### src/rtl/ex_mem_pipe_pkg.sv
// Shared definitions for the EX->MEM pipeline register.
//   - Bit positions inside the 2-bit MEMcontrols and WBcontrols bundles.
//   - Default datapath and register-index widths.
//   - Index of the hardwired-zero register R0.
package ex_mem_pipe_pkg;

  localparam int DATA_W_DEF = 16;
  localparam int REG_AW_DEF = 4;

  // MEMcontrols bundle: [1]=memRead, [0]=memWrite
  localparam int MEMREAD_B  = 1;
  localparam int MEMWRITE_B = 0;

  // WBcontrols bundle: [1]=regWrite, [0]=memToReg
  localparam int REGWRITE_B = 1;
  localparam int MEMTOREG_B = 0;

  localparam int R0_IDX = 0;

endpackage

### src/rtl/ex_mem_pipe_reg_en.sv
// pipe_reg_en: width-parameterised pipeline flop.
// Ports:
//   clk   - rising-edge clock
//   rst_n - asynchronous active-low clear
//   en    - load d when high (hold otherwise)
//   clr   - synchronous clear, wins over en
//   d     - next value
//   q     - registered value
module pipe_reg_en #(
  parameter int W = 1
) (
  input  logic         clk,
  input  logic         rst_n,
  input  logic         en,
  input  logic         clr,
  input  logic [W-1:0] d,
  output logic [W-1:0] q
);

  always_ff @(posedge clk or negedge rst_n) begin
    if (!rst_n) begin
      q <= '0;
    end else if (clr) begin
      q <= '0;
    end else if (en) begin
      q <= d;
    end
  end

endmodule

### src/rtl/ex_mem_pipe.sv
// ex_mem_pipe: EX->MEM pipeline register.
// Captures EX results with one cycle of latency, holds on stall, squashes on
// flush (flush wins over stall), gates the control bits of invalid slots, and
// forwards WB write data into the store-data path so a store that directly
// follows a producing instruction writes the fresh value.
// Ports:
//   clk, rst_n              clock, asynchronous active-low reset
//   stall, flush            pipeline hold / squash
//   ex_*                    EX-stage slot being captured
//   wb_regWrite/wb_rd/wb_data  WB-stage register write (forwarding source)
//   mem_*                   registered MEM-stage slot
//   mem_regBData            store data after forwarding (combinational)
//   mem_halt                sticky: a valid HLT has reached MEM
//   mem_fwd_hit             forwarding applied this cycle
module ex_mem_pipe
  import ex_mem_pipe_pkg::*;
#(
  parameter int DATA_W = DATA_W_DEF,
  parameter int REG_AW = REG_AW_DEF
) (
  input  logic              clk,
  input  logic              rst_n,
  input  logic              stall,
  input  logic              flush,
  input  logic              ex_valid,
  input  logic [DATA_W-1:0] ex_aluOut,
  input  logic [DATA_W-1:0] ex_regBData,
  input  logic [1:0]        ex_MEMcontrols,
  input  logic [1:0]        ex_WBcontrols,
  input  logic [REG_AW-1:0] ex_rd,
  input  logic [REG_AW-1:0] ex_rt,
  input  logic              ex_halt,
  input  logic              wb_regWrite,
  input  logic [REG_AW-1:0] wb_rd,
  input  logic [DATA_W-1:0] wb_data,
  output logic              mem_valid,
  output logic [DATA_W-1:0] mem_aluOut,
  output logic [DATA_W-1:0] mem_regBData,
  output logic [1:0]        mem_MEMcontrols,
  output logic [1:0]        mem_WBcontrols,
  output logic [REG_AW-1:0] mem_rd,
  output logic              mem_halt,
  output logic              mem_fwd_hit
);

  localparam logic [REG_AW-1:0] R0 = REG_AW'(R0_IDX);

  logic              load;
  logic [1:0]        memCtlD;
  logic [1:0]        wbCtlD;
  logic              haltSet;
  logic [DATA_W-1:0] regBDataQ;
  logic [REG_AW-1:0] rtQ;

  assign load = !stall;

  // Control gating applied on capture. An invalid slot carries no controls;
  // writes to R0 are dropped; a read+write combination degrades to a write.
  // Once HLT is in MEM, every later slot loses its architectural writes.
  always_comb begin
    memCtlD = '0;
    wbCtlD  = '0;
    if (ex_valid) begin
      memCtlD = ex_MEMcontrols;
      if (ex_MEMcontrols[MEMREAD_B] && ex_MEMcontrols[MEMWRITE_B]) begin
        memCtlD[MEMREAD_B] = 1'b0;
      end
      wbCtlD[REGWRITE_B] = ex_WBcontrols[REGWRITE_B] && (ex_rd != R0);
      wbCtlD[MEMTOREG_B] = ex_WBcontrols[MEMTOREG_B];
      if (mem_halt) begin
        memCtlD[MEMWRITE_B] = 1'b0;
        wbCtlD[REGWRITE_B]  = 1'b0;
      end
    end
  end

  // Halt only ever sets; a flush or stall on the loading edge blocks it.
  assign haltSet = load && !flush && ex_valid && ex_halt;

  pipe_reg_en #(.W(1)) uValid (
    .clk(clk), .rst_n(rst_n), .en(load), .clr(flush), .d(ex_valid), .q(mem_valid)
  );

  pipe_reg_en #(.W(DATA_W)) uAluOut (
    .clk(clk), .rst_n(rst_n), .en(load), .clr(flush), .d(ex_aluOut), .q(mem_aluOut)
  );

  pipe_reg_en #(.W(DATA_W)) uRegBData (
    .clk(clk), .rst_n(rst_n), .en(load), .clr(flush), .d(ex_regBData), .q(regBDataQ)
  );

  pipe_reg_en #(.W(2)) uMemCtl (
    .clk(clk), .rst_n(rst_n), .en(load), .clr(flush), .d(memCtlD), .q(mem_MEMcontrols)
  );

  pipe_reg_en #(.W(2)) uWbCtl (
    .clk(clk), .rst_n(rst_n), .en(load), .clr(flush), .d(wbCtlD), .q(mem_WBcontrols)
  );

  pipe_reg_en #(.W(REG_AW)) uRd (
    .clk(clk), .rst_n(rst_n), .en(load), .clr(flush), .d(ex_rd), .q(mem_rd)
  );

  pipe_reg_en #(.W(REG_AW)) uRt (
    .clk(clk), .rst_n(rst_n), .en(load), .clr(flush), .d(ex_rt), .q(rtQ)
  );

  pipe_reg_en #(.W(1)) uHalt (
    .clk(clk), .rst_n(rst_n), .en(haltSet), .clr(1'b0), .d(1'b1), .q(mem_halt)
  );

  // WB->MEM store-data forwarding. Evaluated every cycle against the current
  // WB stage, so a stalled store picks up a producer that arrives later.
  assign mem_fwd_hit  = mem_valid && mem_MEMcontrols[MEMWRITE_B] && wb_regWrite &&
                        (wb_rd != R0) && (wb_rd == rtQ);
  assign mem_regBData = mem_fwd_hit ? wb_data : regBDataQ;

endmodule

### config.mk
export PLATFORM = sky130hd
export DESIGN_NAME = ex_mem_pipe
export DESIGN_NICKNAME = d
export VERILOG_FILES = /design/src/rtl/ex_mem_pipe_pkg.sv /design/src/rtl/ex_mem_pipe_reg_en.sv /design/src/rtl/ex_mem_pipe.sv
export SDC_FILE = /design/constraint.sdc
export NUM_CORES = 1
export LEC_CHECK = 0
export CAP_MARGIN = 20
export CORE_UTILIZATION = 42
export DETAILED_ROUTE_END_ITERATION = 7
export GPL_ROUTABILITY_DRIVEN = 0
export PLACE_DENSITY = 0.85
export SETUP_SLACK_MARGIN = 0.05
export SYNTH_ARGS = -nofsm -noshare
export SYNTH_HDL_FRONTEND = slang
export SYNTH_SLANG_ARGS = --single-unit
### constraint.sdc
create_clock -name clk -period 5 [get_ports clk]
set_clock_uncertainty 0.15 [all_clocks]
set_input_delay 1 -clock clk [delete_from_list [all_inputs] [get_ports clk]]
set_output_delay 1 -clock clk [all_outputs]
set_load 0.005 [all_outputs]
**After elaboration in Yosys (flattened, before gate mapping)**

Cells that the tools add are included.

- Equal/unequal tests: 2
- Muxes and demuxes: 20
- Reduce and logical (&&, ||, !) cells: 13

Operators with widths:

| kind | number |
|---|---|
| 2-to-1 mux 16 bit | 5 |
| 2-to-1 mux 4 bit | 4 |
| 2-to-1 mux 2 bit | 6 |
| logical AND 1 bit | 9 |
| nonzero test 4 bit | 2 |
| 2-to-1 mux 1 bit | 5 |
| equality test 4 bit | 1 |
| logical NOT 1 bit | 2 |
| inequality test 2 x 1 -> 1 bit, second input constant | 1 |

- Word-level logic and storage cells: 43
- Input port bits: 71
- Output and inout port bits: 43
- Register bits after elaboration: 46

**Logic depth before layout (Yosys ltp)**

- Depth after elaboration: 6
- Depth in mapped cells: 5
- Mapped depth without buffers: 4

**Modules after synthesis**

Synthesis repeated with hierarchy kept, for this count alone.

- Cell total of the unflattened synthesis: 185
- Area, all modules: 2,232.1 sq um

Modules (own cells, without submodules):

| module | times used | cells each | seq. area each (sq um) | area each (sq um) |
|---|---|---|---|---|
| pipe_reg_en at uAluOut ... | 2 | 52 | 400.4 | 660.6 |
| ex_mem_pipe | 1 | 37 | 0.0 | 357.8 |
| pipe_reg_en at uRd ... | 2 | 13 | 100.1 | 160.2 |
| pipe_reg_en at uMemCtl ... | 2 | 6 | 50.0 | 77.6 |
| pipe_reg_en at uHalt ... | 2 | 3 | 25.0 | 38.8 |

**Least setup slack after synthesis**

OpenSTA, ideal clock, no wires.

- Kind: input to output
- Start point: input port wb_rd[0]
- End point: output port mem_regBData[10]
- Arrival: 2,073 ps
- Buffers on the path: 1
- Required time: 3,850 ps
- Slack: 1,777 ps
- Stages: 5
- Path through: xor2_1 -> nor4_2 -> o21ai_2 -> buf_6 -> mux2_4

- Word-level cells in the longest chain between the ends: 4
- Elaborated cells on any way between the ends: 5
- Classes of those cells: 1 x eq/ne; 1 x mux; 3 x reduce/logical

Ends and longest elaborated chain:

| item | line | source |
|---|---|---|
| from (decl) | ex_mem_pipe.sv:34 | `input logic [REG_AW-1:0] wb_rd,` |
| nonzero test 4 bit | ex_mem_pipe.sv:115 | `(wb_rd != R0) && (wb_rd == rtQ);` |
| logical AND 1 bit | ex_mem_pipe.sv:114 | `assign mem_fwd_hit = mem_valid && mem_MEMcontrols[MEMWRITE_B] && wb_regWrite &&` |
| logical AND 1 bit (*) | ex_mem_pipe.sv:115 |  |
| 2-to-1 mux 16 bit (*) | ex_mem_pipe.sv:116 | `assign mem_regBData = mem_fwd_hit ? wb_data : regBDataQ;` |
| to (decl) | ex_mem_pipe.sv:38 | `output logic [DATA_W-1:0] mem_regBData,` |

Every way passes the cells marked *; elsewhere a longest branch is shown, timed or not.

**Worst setup path in the final report**

- Start point: input port wb_rd[0]
- End point: output port mem_regBData[15]

Same word-level chain as after synthesis.

==> impl_metrics.toml <==
[timing]
timing.final.hold_violations = 0
holdWs_ns = 0.369
tightest_slew_ns = 1.08
period_minus_slack_ns = 4.62
finalSetupViolCount = 0
rsz0062_at_grt = "false"
slew_violations = 0
max_slew_margin_pct = 28.3
fin_crit_sh_pct = 92.5
max_freq_mhz = 216
final.setup.tns_ns = 0

[worst_hold_path]
holdPathEnd = "uRegBData.q[3]$_DFFE_PN0P_"
min_delay_path_depth = 2
worst_hold_path_type = "flop to flop"
worstHoldStart = "uRegBData.q[3]$_DFFE_PN0P_"

[clocking]
clk_pin_slew_worst_paths_ns = 0.08
post_cts_buffers = 0
cts_tree = "yes"
clock_path_buffers = 2
numCtsBuffers = 5
postCtsHoldBufs = 0
h-tree-depth = 2
clock_latency_ns = 0.28
cts_resized = 0
ctsRootBufferMaster = "clkbuf_8"
cts_num_sinks = 46

[synthesis]
netlist_area_sq_mm = 0.00215
syn_avg_cell_area_sq_um = 11.8
async_reset_ff_share_pct = 100
ys.flop_type = "dfrtp_1"
syn-instance-count = 182
synth_edf_count = 0
yosysTopAreaCellShare_pct = 53.6
yosys.area.top_type = "dfrtp_1"
yosysWarnings = 0
synth_area_leaders = "dfrtp_1 (54%), mux2i_1 (19%), nor2_1 (8.2%), mux2_4 (6.3%), mux2_2 (3.7%)"
ys_ff_latch = 46
syn-num-nets = 253
yosysUniqueCellTypes = 23
yosysSeqAreaShare_pct = 53.6

[critical_path]
cp_num_buf_inv = 2
cp_top_family = "buffers and inverters"
crit_type = "primary input to output pin"
r2r-start = "uHalt.q$_DFFE_PN0P_"
endpoint_kind = "output pin"
cp-start-kind = "primary input"
reg2reg_depth = 4
cp.required_ns = 3.85
path_cells = "clkdlybuf4s50_1, nor3_1, nor3_1, o21ai_2, mux2_2, clkdlybuf4s50_1"
slowest_delay_ns = 0.84
crit_arrival_ns = 3.47
reg2reg_slack_ns = 3.89
slowest_stage = "o21ai_2"
cp_max_fo = 17
reg2reg_to = "uWbCtl.q[1]$_DFFE_PN0P_"

[detailed_routing]
drc_errors = 0
final_antenna_net_count = 0
routed_wl_um = 4980
vias = 1710
firstDrtPassIters = 4
drtIter0Drc = 89
viasPerCell = 4.76
routedWlPerCell_um = 13.9

[run_status]
outcome = "completed"

[global_routing]
grt_max_degree = 47
grt_pass1_wl_um = 7900
grt_usage_pct = 19.5
grt_overflow = 0
grt_pass1_vias = 1728
antenna_found_initial = 0

[power_and_ir_drop]
p_leak_uw = 0.00160
ir_drop_v = 0.000143
p_per_area_mw_per_mm2 = 229

[floorplan]
initial_core_util_pct = 44.6
ios = 114
die-area_sq_mm = 0.00541
fp.coreArea_sq_mm = 0.00482
fp.dieW_um = 73.5
die_h_um = 73.5
rows = 25

[finish]
final_common_cell = "clkdlybuf4s50_1"
post-route-util_pct = 70.8
syn_to_final_growth_pct = 58.8
final_cell_count_no_fill = 359
nFillCells = 410
antenna_cells = 0
final_cell_mix = "clkdlybuf4s50_1 (111), nor2_1 (47), dfrtp_1 (46), mux2i_1 (40), mux2_4 (9)"
drive_above_1_share_pct = 10.3
nets = 364

[placed_design]
portBuffers = 113
hpwl_um = 3700
dp_cells = 352

[run]
cap_violations = 0
cells in the mapped netlist (all sizes together), types with 2 or more instances:
cell type and number:
a21oi 3, buf 6, clkbuf 6, dfrtp 46, mux2 16, mux2i 40, nor2 47, nor3 3
nor4 2, xor2 3
metrics by stage:
| step | instance area (sq um) | total power [uW] | worst slack (ns) |
|---|---|---|---|
| 2_1_floorplan | 2150 | 465 | 1.78 |
| 3_3_place_gp | 3310 | 569 | 0.395 |
| 3_5_place_dp | 3310 | 573 | 0.342 |
| 4_1_cts | 3390 | 793 | 0.326 |
| 5_1_grt | 3410 | 824 | 0.220 |
| 6_report | 3410 | 780 | 0.375 |
per-layer routing:
metal	share of wire, %	global-route usage [%]
met1	40	21.5
met2	51	35.0
met3	8.2	6.72
met4	0.78	6.41
met5	0	0
area by class of cell:
type                    instances  area [sq um]  area share (%)
well taps                      67          83.8            2.46
flip-flops and latches         46          1150            33.7
clock buffers                   6          82.6            2.42
repair buffers                116          1160            33.9
multi-input cells             123           935            27.4
inverters                       1          3.75           0.110
worst min-delay path: cells and delay by family (launching register included):
family	cells	cell delay, ns
AND/OR/NAND/NOR	1	0.08
flip-flops	1	0.34
multiplexers	1	0.07
state kept, by name, indices dropped and copies added, names as in the netlist:
signal and flops:
uAluOut.q 16, uHalt.q 1, uWbCtl.q 2, uValid.q 1, uRegBData.q 16, uRt.q 4
uMemCtl.q 2, uRd.q 4
how the worst max path moves through the flow:
stage	from	to	cells after the start
after floorplan	wb_rd[0]	mem_regBData[10]	5
after global placement	wb_rd[0]	mem_regBData[15]	6
after detailed placement	wb_rd[0]	mem_regBData[15]	6
after CTS	wb_rd[0]	mem_regBData[15]	6
after global routing	wb_rd[0]	mem_regBData[15]	6
final	wb_rd[0]	mem_regBData[15]	6
cell families (layout without fill, tap and decap cells):
family	Yosys count	count (layout)	synth area share, %
AO/OA/AOI/OAI	7	7	2.27
XOR/XNOR	3	3	1.22
flip-flops	46	46	53.6
multiplexers	56	56	28.6
AND/OR/NAND/NOR	57	57	11.4
buffers and inverters	13	123	2.91
power by group:
group          total, uW  switching [uW]  internal [uW]
Combinational        163            54.7            108
Sequential           403            11.6            391
Clock                214             108            107
Note: power is estimated with default switching activity, not from simulation.
